===== config.mk =====
export PLATFORM = sky130hd
export DESIGN_NAME = fetch_unit
export DESIGN_NICKNAME = d
export VERILOG_FILES = /design/src/rtl/isa_pkg.sv /design/src/rtl/next_pc_calc.sv /design/src/rtl/fetch_unit.sv
export SDC_FILE = /design/constraint.sdc
export NUM_CORES = 1
export LEC_CHECK = 0
export ABC_AREA = 1
export CELL_PAD_IN_SITES_DETAIL_PLACEMENT = 0
export CELL_PAD_IN_SITES_GLOBAL_PLACEMENT = 1
export CORE_MARGIN = 3
export CORE_UTILIZATION = 32
export CTS_CLUSTER_DIAMETER = 80
export DETAILED_ROUTE_END_ITERATION = 16
export PLACE_DENSITY_LB_ADDON = 0.15
export SYNTH_ARGS = -nofsm -noshare
export SYNTH_HDL_FRONTEND = slang
export SYNTH_HIERARCHICAL = 1
export SYNTH_SLANG_ARGS = --single-unit

===== constraint.sdc =====
create_clock -name clock -period 4 [get_ports clock]
set_clock_uncertainty 0.2 [all_clocks]
set_input_delay 1 -clock clock [delete_from_list [all_inputs] [get_ports clock]]
set_output_delay 1 -clock clock [all_outputs]
set_load 0.05 [all_outputs]

===== src/rtl/isa_pkg.sv =====
// ============================================================================
// Module  : isa_pkg
// Brief   : Opcodes, instruction field positions and fetch FSM encoding.
// Revision: 1.0 - initial release
// ============================================================================
`default_nettype none

package isa_pkg;

  localparam logic [4:0] OP_J    = 5'b00001;
  localparam logic [4:0] OP_BNE  = 5'b00010;
  localparam logic [4:0] OP_JAL  = 5'b00011;
  localparam logic [4:0] OP_JR   = 5'b00100;
  localparam logic [4:0] OP_BLT  = 5'b00110;
  localparam logic [4:0] OP_SETX = 5'b10101;
  localparam logic [4:0] OP_BEX  = 5'b10110;

  localparam int OP_MSB  = 31;
  localparam int OP_LSB  = 27;
  localparam int T_MSB   = 26;
  localparam int T_LSB   = 0;
  localparam int N_MSB   = 16;
  localparam int N_LSB   = 0;

  localparam int RSTATUS = 30;
  localparam int RLINK   = 31;

  typedef enum logic [1:0] {
    IDLE = 2'd0,
    REQ  = 2'd1,
    EXEC = 2'd2,
    HALT = 2'd3
  } fetch_state_e;

endpackage

`default_nettype wire


===== src/rtl/next_pc_calc.sv =====
// ============================================================================
// Module  : next_pc_calc
// Brief   : Combinational next-PC resolution for the instruction in execute.
// Revision: 1.0 - initial release
// ============================================================================
`default_nettype none

module next_pc_calc
  import isa_pkg::*;
#(
  parameter int PC_WIDTH = 12
) (
  input  logic [PC_WIDTH-1:0] pc,
  input  logic [31:0]         instr,
  input  logic [31:0]         rs_data,
  input  logic                alu_ne,
  input  logic                alu_lt,
  output logic [PC_WIDTH-1:0] next_pc,
  output logic                is_jal
);

  logic [4:0]          w_op;
  logic [PC_WIDTH-1:0] w_seq;
  logic [PC_WIDTH-1:0] w_target;
  logic [PC_WIDTH-1:0] w_branch;
  logic [31:0]         w_n_sext;
  logic                w_unused;

  assign w_op     = instr[OP_MSB:OP_LSB];
  assign w_seq    = pc + {{(PC_WIDTH-1){1'b0}}, 1'b1};
  assign w_target = instr[T_LSB +: PC_WIDTH];
  assign w_n_sext = {{(31-N_MSB){instr[N_MSB]}}, instr[N_MSB:N_LSB]};
  // Only the low PC bits of the offset matter; the add wraps with the PC.
  assign w_branch = w_seq + w_n_sext[PC_WIDTH-1:0];
  assign w_unused = ^{instr[T_MSB:N_MSB+1], w_n_sext[31:PC_WIDTH]};

  assign is_jal = (w_op == OP_JAL);

  always_comb begin
    next_pc = w_seq;
    case (w_op)
      OP_J, OP_JAL: next_pc = w_target;
      OP_JR:        next_pc = rs_data[PC_WIDTH-1:0];
      OP_BNE:       if (alu_ne) next_pc = w_branch;
      OP_BLT:       if (alu_lt) next_pc = w_branch;
      OP_BEX:       if (rs_data != 32'd0) next_pc = w_target;
      default:      next_pc = w_seq;
    endcase
  end

endmodule

`default_nettype wire


===== src/rtl/fetch_unit.sv =====
// ============================================================================
// Module  : fetch_unit
// Brief   : Fetch / next-PC stage: REQ-EXEC sequencing, jal link, halt detect.
// Revision: 1.0 - initial release
// ============================================================================
`default_nettype none

module fetch_unit
  import isa_pkg::*;
#(
  parameter int                  PC_WIDTH = 12,
  parameter logic [PC_WIDTH-1:0] HALT_PC  = {PC_WIDTH{1'b1}},
  parameter bit                  HALT_EN  = 1'b1
) (
  input  logic                clock,
  input  logic                reset,
  output logic [PC_WIDTH-1:0] address_imem,
  input  logic [31:0]         q_imem,
  input  logic                stall,
  input  logic [31:0]         rs_data,
  input  logic                alu_ne,
  input  logic                alu_lt,
  output logic [31:0]         instr_out,
  output logic [PC_WIDTH-1:0] pc_out,
  output logic                instr_valid,
  output logic                link_we,
  output logic [31:0]         link_data,
  output logic                halted
);

  fetch_state_e        r_state;
  fetch_state_e        w_state_next;
  logic [PC_WIDTH-1:0] r_pc;
  logic [PC_WIDTH-1:0] w_pc_next;
  logic [PC_WIDTH-1:0] w_branch_pc;
  logic [31:0]         r_instr;
  logic                w_capture;
  logic                w_is_jal;

  next_pc_calc #(
    .PC_WIDTH (PC_WIDTH)
  ) u_next_pc_calc (
    .pc      (r_pc),
    .instr   (r_instr),
    .rs_data (rs_data),
    .alu_ne  (alu_ne),
    .alu_lt  (alu_lt),
    .next_pc (w_branch_pc),
    .is_jal  (w_is_jal)
  );

  always_ff @(posedge clock or negedge reset) begin
    if (!reset) begin
      r_state <= IDLE;
      r_pc    <= '0;
      r_instr <= '0;
    end else begin
      r_state <= w_state_next;
      r_pc    <= w_pc_next;
      if (w_capture) r_instr <= q_imem;
    end
  end

  always_comb begin
    w_state_next = r_state;
    w_pc_next    = r_pc;
    w_capture    = 1'b0;
    case (r_state)
      IDLE: w_state_next = REQ;
      REQ: begin
        if (HALT_EN && (r_pc == HALT_PC)) begin
          w_state_next = HALT;
        end else begin
          w_state_next = EXEC;
          w_capture    = 1'b1;
        end
      end
      EXEC: begin
        // A stalled instruction keeps its PC, so the imem address is not advanced.
        if (!stall) begin
          w_pc_next    = w_branch_pc;
          w_state_next = REQ;
        end
      end
      HALT:    w_state_next = HALT;
      default: w_state_next = IDLE;
    endcase
  end

  assign address_imem = r_pc;
  assign instr_out    = r_instr;
  assign pc_out       = r_pc;
  assign instr_valid  = (r_state == EXEC);
  assign halted       = (r_state == HALT);
  assign link_we      = instr_valid & w_is_jal;
  assign link_data    = link_we ? ({{(32-PC_WIDTH){1'b0}}, r_pc} + 32'd1) : 32'd0;

endmodule

`default_nettype wire


==> metrics.csv, run 1 <==
metric,value,unit
wl_met1,5390,µm
grt_pass1_vias,3885,
min_path_type,register to register,
fill_cells,1209,
cts.sinks,46,
fin_cells,829,
seq_area_frac_synth,0.305,
final_core_util,0.459,
ant_nets,0,
outcome,"complete, no violations",
synth-seq-cells,46,
drv_slew,0,
fp.dieH,115,µm
required,2.80,ns
synth_flop_cell,dfrtp_1,
num_rows,39,
fin_crit,3.75,ns
combPwrFrac,0.125,
post-route-cell-area,5270,µm²
power.ir.vdd_worst,0.140,mV
power_frac_seq,0.466,
path_max_fanout,9,
routed_wirelength,12000,µm
avgSynthCellArea,6.72,µm²
synth_cell_type_count,38,
yosysTopAreaCellShare,0.305,
cp_data_arrival_time,2.55,ns
num_io_pins,160,
area_growth,39.3,%
end_kind,primary output,
drive_gt1_frac,0.0466,
hpwl,9510,µm
regArea,1150,µm²
gp_congestion,0.892,
switching_share,0.241,
overflow,0,
tightest_slew,1.05,ns
routed.top_layer,met4,
grt_pass1_wl,19400,µm
drcViolationCount,0,
drtPass1Iterations,5,
grt_max_degree,47,
nNetsFinal,770,
crit_path_top_delay_cell,clkdlybuf4s50_1,
report.final.setup_viol,0,
wl_per_cell,14.5,µm
yosys-top-cells-area,"dfrtp_1, nand2_1, nand3_1",
clk_pin_slew_worst_paths,0.06,ns
synth-edff-count,0,
crit_chain,nor2_2 > nand3_1 > nor2_1 > nand2_2 > inv_2 > nand2_1 > nor2_1 > clkdlybuf4s50_1,
cts_tree,done,
rsz0062_at_grt,no,
yosys_warnings,6,
io_buffers,140,
syn_inst,562,
grt_use_total,0.183,
drt_iter0_markers,197,
wl_met3,835,µm
leakagePower,0.00243,µW
cap_violations,0,
placed_cells_incl_taps,821,
min_period_over_period,0.937,
netlist_area,3780,µm²
final.setup.tns,0,ns
min_delay_path_depth,2,
multi_input_comb_area,2230,µm²
whs,0.273,ns
fmax,0.267,GHz
vias_per_cell,4.75,
synthArstFlopShare,1.00,
root_buffer,clkbuf_16,
max_stage_delay,0.80,ns
dieArea,13100,µm²
antenna_cells,0,
critPathKind,register to primary output,
synth_top_area_cell,dfrtp_1,
hold_violations,0,
postPlaceCellArea,5120,µm²
vias,3934,
dieWidth,115,µm
dr_wl_met2,5670,µm
p_int,757,µW
relSlewSlack,0.298,
clk_latency,0.29,ns
antenna_found_initial,0,
powerDensity,189,nW/µm²
initial_core_util,0.330,
cts_buffer_depth,2,
cts_setup_buffers,0,
htree_levels,2,
p_clk_frac,0.409,
cp_common_cell,nor2_1,
p_switching,240,µW
start_kind,register,
core,11500,µm²
cts_buffers,5,
reg2regPathDepth,18,
-- timing repair --
action | 4_1_cts | 5_1_grt
setup endpoints to repair | 0 | 1
hold endpoints to repair | 0 | 0
resized for setup | 0 | 1
hold buffers | 0 | 0
-- stage by stage --
| step | worst slack, ns | total power (µW) |
|---|---|---|
| floorplan | 0.441 | 533 |
| CTS | 0.102 | 1010 |
| detailed placement | 0.430 | 599 |
| finish | 0.251 | 997 |
| global route | 0.0139 | 1040 |
| global placement | 0.505 | 597 |
-- logic make-up (layout without fill, tap and decap cells) --
logic type / Yosys count / after routing / synth area share
AOI/OAI and AO/OA: 39 / 39 / 0.0659
xor gates and xnor gates: 14 / 14 / 0.0325
adders and majority gates: 16 / 16 / 0.0550
buffers and inverters: 84 / 190 / 0.124
DFF: 46 / 46 / 0.305
other: 1 / 19 / 0.000992
and+or+nand+nor: 362 / 362 / 0.418
-- placed cells by master (no fill, tap or decap), types with 5 or more instances in the layout --
cell / synthesis / final
nand2_1: 191 / 191
dfrtp_1: 46 / 46
a21oi_1: 17 / 17
a22oi_1: 5 / 5
clkbuf_16: 0 / 5
conb_1: 1 / 19
ha_1: 15 / 15
nand4_1: 13 / 13
nor2_4: 5 / 5
xnor2_1: 5 / 5
clkdlybuf4s50_1: 0 / 138
xor2_1: 9 / 9
nand3_1: 62 / 62
nor2_1: 75 / 75
inv_1: 36 / 36
-- cell type report --
type                            instances  area share
Clock buffer                            6      0.0245
Clock inverter                          2     0.00261
Inverter                               40      0.0285
Multi-Input combinational cell        450       0.423
Sequential cell                        46       0.219
Tap cell                              143      0.0340
Timing Repair Buffer                  142       0.269
-- power groups by stage --
stage,Sequential (µW),Clock (µW),Combinational (µW)
3_5_place_dp,474,0,125
3_3_place_gp,474,0,123
6_report,465,408,124
2_1_floorplan,474,0,59.2
4_1_cts,465,424,125
5_1_grt,465,442,133
-- synthesized netlist by cell type, drive strengths merged, types with 2 or more instances --
cell,count
xor2,9
nand3b,2
a21o,2
buf,43
o21bai,3
inv,39
nand4,13
ha,15
o21ai,4
nor3,3
nor2,83
a21oi,17
a22oi,6
o211ai,4
nand2,196
nand3,64
xnor2,5
dfrtp,46
-- final timing paths --
check,startpoint,end,slack (ns)
setup / recovery,instr_out[31],link_data[2],0.25
hold / removal,instr_out[14],instr_out[14],0.27
setup reg to reg,address_imem[1],address_imem[11],0.83
hold reg to reg,instr_out[14],instr_out[14],0.27
max in group asynchronous,reset,address_imem[8],2.25
min in group asynchronous,reset,instr_out[20],0.69
-- flip-flops by register name, summed over array words and instances, names as in the netlist --
signal and count:
instr_out 32, address_imem 12, r_state 2
-- metal layers --
metal / up-vias / GRT usage
met5: - / 0
met4: 0 / 0.0356
met3: 14 / 0.0502
met2: 105 / 0.303
met1: 1813 / 0.240
li1: 2002 / -
-- worst max-delay path: cells and delay by family, from the launching register on --
kind	cells	cell delay, ns
AND/OR/NAND/NOR	6	0.86
buffers and inverters	2	0.94
flip-flops	1	0.45
(Power assumes the default switching activity.)
==> run 2: changes to the inputs <==
Settings changed: CORE_UTILIZATION 32 to 29.
Clock period 4 ns to 4.25 ns, I/O delays scaled along.
==> metrics.csv, run 2 (synthesized netlist as in run 1, its figures left out) <==
metric,value,unit,change
outcome,"complete, no violations",,
min_from,instr_out[23],,
power_frac_seq,0.406,,-0.060
cts.repair.resized,0,,unchanged
r2r-start,address_imem[0],,
gp_congestion,0.817,,-8.4%
min_delay_path_depth,2,,unchanged
required,2.99,ns,+0.19 ns
area_growth,41.3,%,
holdPathEnd,instr_out[23],,
cts_tree,done,,
htree_levels,2,,unchanged
p_int,847,µW,+12%
grt_use_total,0.175,,-0.00854
clk_pin_slew_worst_paths,0.07,ns,about the same
num_io_pins,160,,unchanged
grt_pass1_vias,3758,,-3.3%
power.ir.vdd_worst,0.140,mV,-0.40%
final_cell_mix,"nand2_1, clkdlybuf4s50_1, nor2_1",,
combPwrFrac,0.108,,-0.017
cts.sinks,46,,unchanged
antenna_cells,0,,unchanged
initial_core_util,0.298,,-0.0313
root_buffer,clkbuf_16,,
min_period_over_period,0.924,,
switching_share,0.215,,-0.0259
cts_setup_buffers,0,,unchanged
reg2regPathDepth,18,,unchanged
ctsHoldBuffers,0,,unchanged
fin_crit,3.93,ns,
drtPass1Iterations,5,,unchanged
drive_gt1_frac,0.0453,,-0.00133
clk_latency,0.30,ns,about the same
leakagePower,0.00242,µW,about the same
cts_buffers,5,,unchanged
rrSetupSlack,0.99,ns,+0.16 ns
r2r-end,address_imem[11],,
routed_wirelength,12300,µm,+2.6%
dieArea,14400,µm²,+9.8%
path_max_fanout,12,,+3
fmax,0.255,GHz,
cts_buffer_depth,2,,unchanged
p_switching,232,µW,-3.4%
pre_cts_slack,0.606,ns,+0.176 ns
drcViolationCount,0,,unchanged
ant_nets,0,,unchanged
cap_violations,0,,unchanged
start_kind,register,,
drv_slew,0,,unchanged
grt_pass1_wl,20100,µm,+3.4%
overflow,0,,unchanged
report.final.setup_viol,0,,unchanged
hold_violations,0,,unchanged
largest_reg_flops,32,,unchanged
cp_data_arrival_time,2.67,ns,+0.12 ns
powerDensity,202,nW/µm²,+6.7%
core,12700,µm²,+10%
grt_max_degree,47,,unchanged
relSlewSlack,0.293,,-0.00434
end_kind,primary output,,
io_buffers,140,,unchanged
rsz0062_at_grt,no,,
hpwl,9750,µm,+2.5%
final_core_util,0.421,,-0.0377
vias,3879,,-1.4%
antenna_found_initial,0,,unchanged
fin_ws,0.321,ns,+0.0696 ns
fp.dieH,120,µm,+4.8%
vias_per_cell,4.53,,-4.5%
num_rows,41,,+5.1%
min_path_type,register to register,,
tightest_slew,1.06,ns,+0.00651 ns
wl_per_cell,14.4,µm,-0.65%
p_clk_frac,0.486,,+0.077
nNetsFinal,768,,-0.26%
final_common_cell,nand2_1,,
drt_iter0_markers,217,,+10%
final.setup.tns,0,ns,unchanged
critPathKind,register to primary output,,
dieWidth,120,µm,+4.8%
==> run 2: cell types whose count changed in the layout (fill, tap and decap cells not counted) <==
cell	delta
clkbuf_1	-1
clkdlybuf4s50_1	+1
clkinv_4	-1
dlymetal6s2s_1	-1
buf_4	-2
bufinv_16	+2
clkinv_2	-1
clkbuf_8	+1
==> run 2: cell type report <==
| type | instances | area (µm²) |
|---|---|---|
| clock inverters | 2 | 60.1 |
| multi-input cells | 450 | 2230 |
| clock buffers | 6 | 139 |
| repair buffers | 140 | 1400 |
| well taps | 172 | 215 |
| flip-flops and latches | 46 | 1150 |
| fillers | 1343 | 7330 |
| inverters | 40 | 150 |
==> run 2: worst max-delay path by stage <==
stage / startpoint / to / depth (start not counted)
2_1_floorplan: instr_out[31] / link_data[3] / 7
3_3_place_gp: instr_out[31] / link_data[3] / 8
6_report: address_imem[0] / link_data[8] / 7
4_1_cts: instr_out[31] / link_data[3] / 8
5_1_grt: instr_out[31] / link_data[3] / 8
3_5_place_dp: instr_out[31] / link_data[3] / 8
==> run 2: power by group through the flow <==
stage / Clock [µW] / Combinational, µW / Sequential (µW)
floorplan: 0 / 55.8 / 446
global placement: 0 / 116 / 446
detailed placement: 0 / 117 / 446
CTS: 541 / 118 / 438
global route: 564 / 125 / 437
finish: 525 / 117 / 438
==> run 2: routing by layer <==
layer	share of wire	wire (µm)	global-route usage	vias up
met2	0.46	5640	0.271	115
li1	-	-	-	2003
met3	0.075	919	0.0528	14
met1	0.45	5580	0.239	1747
met5	0	0	0	-
met4	0.014	175	0.0422	0
==> run 2: through the flow <==
| step | hold slack, ns | cell area, µm² | power [µW] | instances |
|---|---|---|---|---|
| after detailed placement | 0.258 | 5140 | 563 | 848 |
| after global placement | 0.254 | 5140 | 562 | 848 |
| final | 0.270 | 5340 | 1080 | 856 |
| after global routing | 0.290 | 5340 | 1130 | 856 |
| after floorplan | 0.282 | 3850 | 502 | 580 |
| after CTS | 0.276 | 5340 | 1100 | 856 |
==> run 2: critical path: stages, from the launching register on <==
cell	delay, ns
dfrtp_1	0.58
ha_1	0.34
nand2_1	0.14
nor2_4	0.17
nand2_1	0.09
xor2_1	0.14
nor2_1	0.09
clkdlybuf4s50_1	0.81
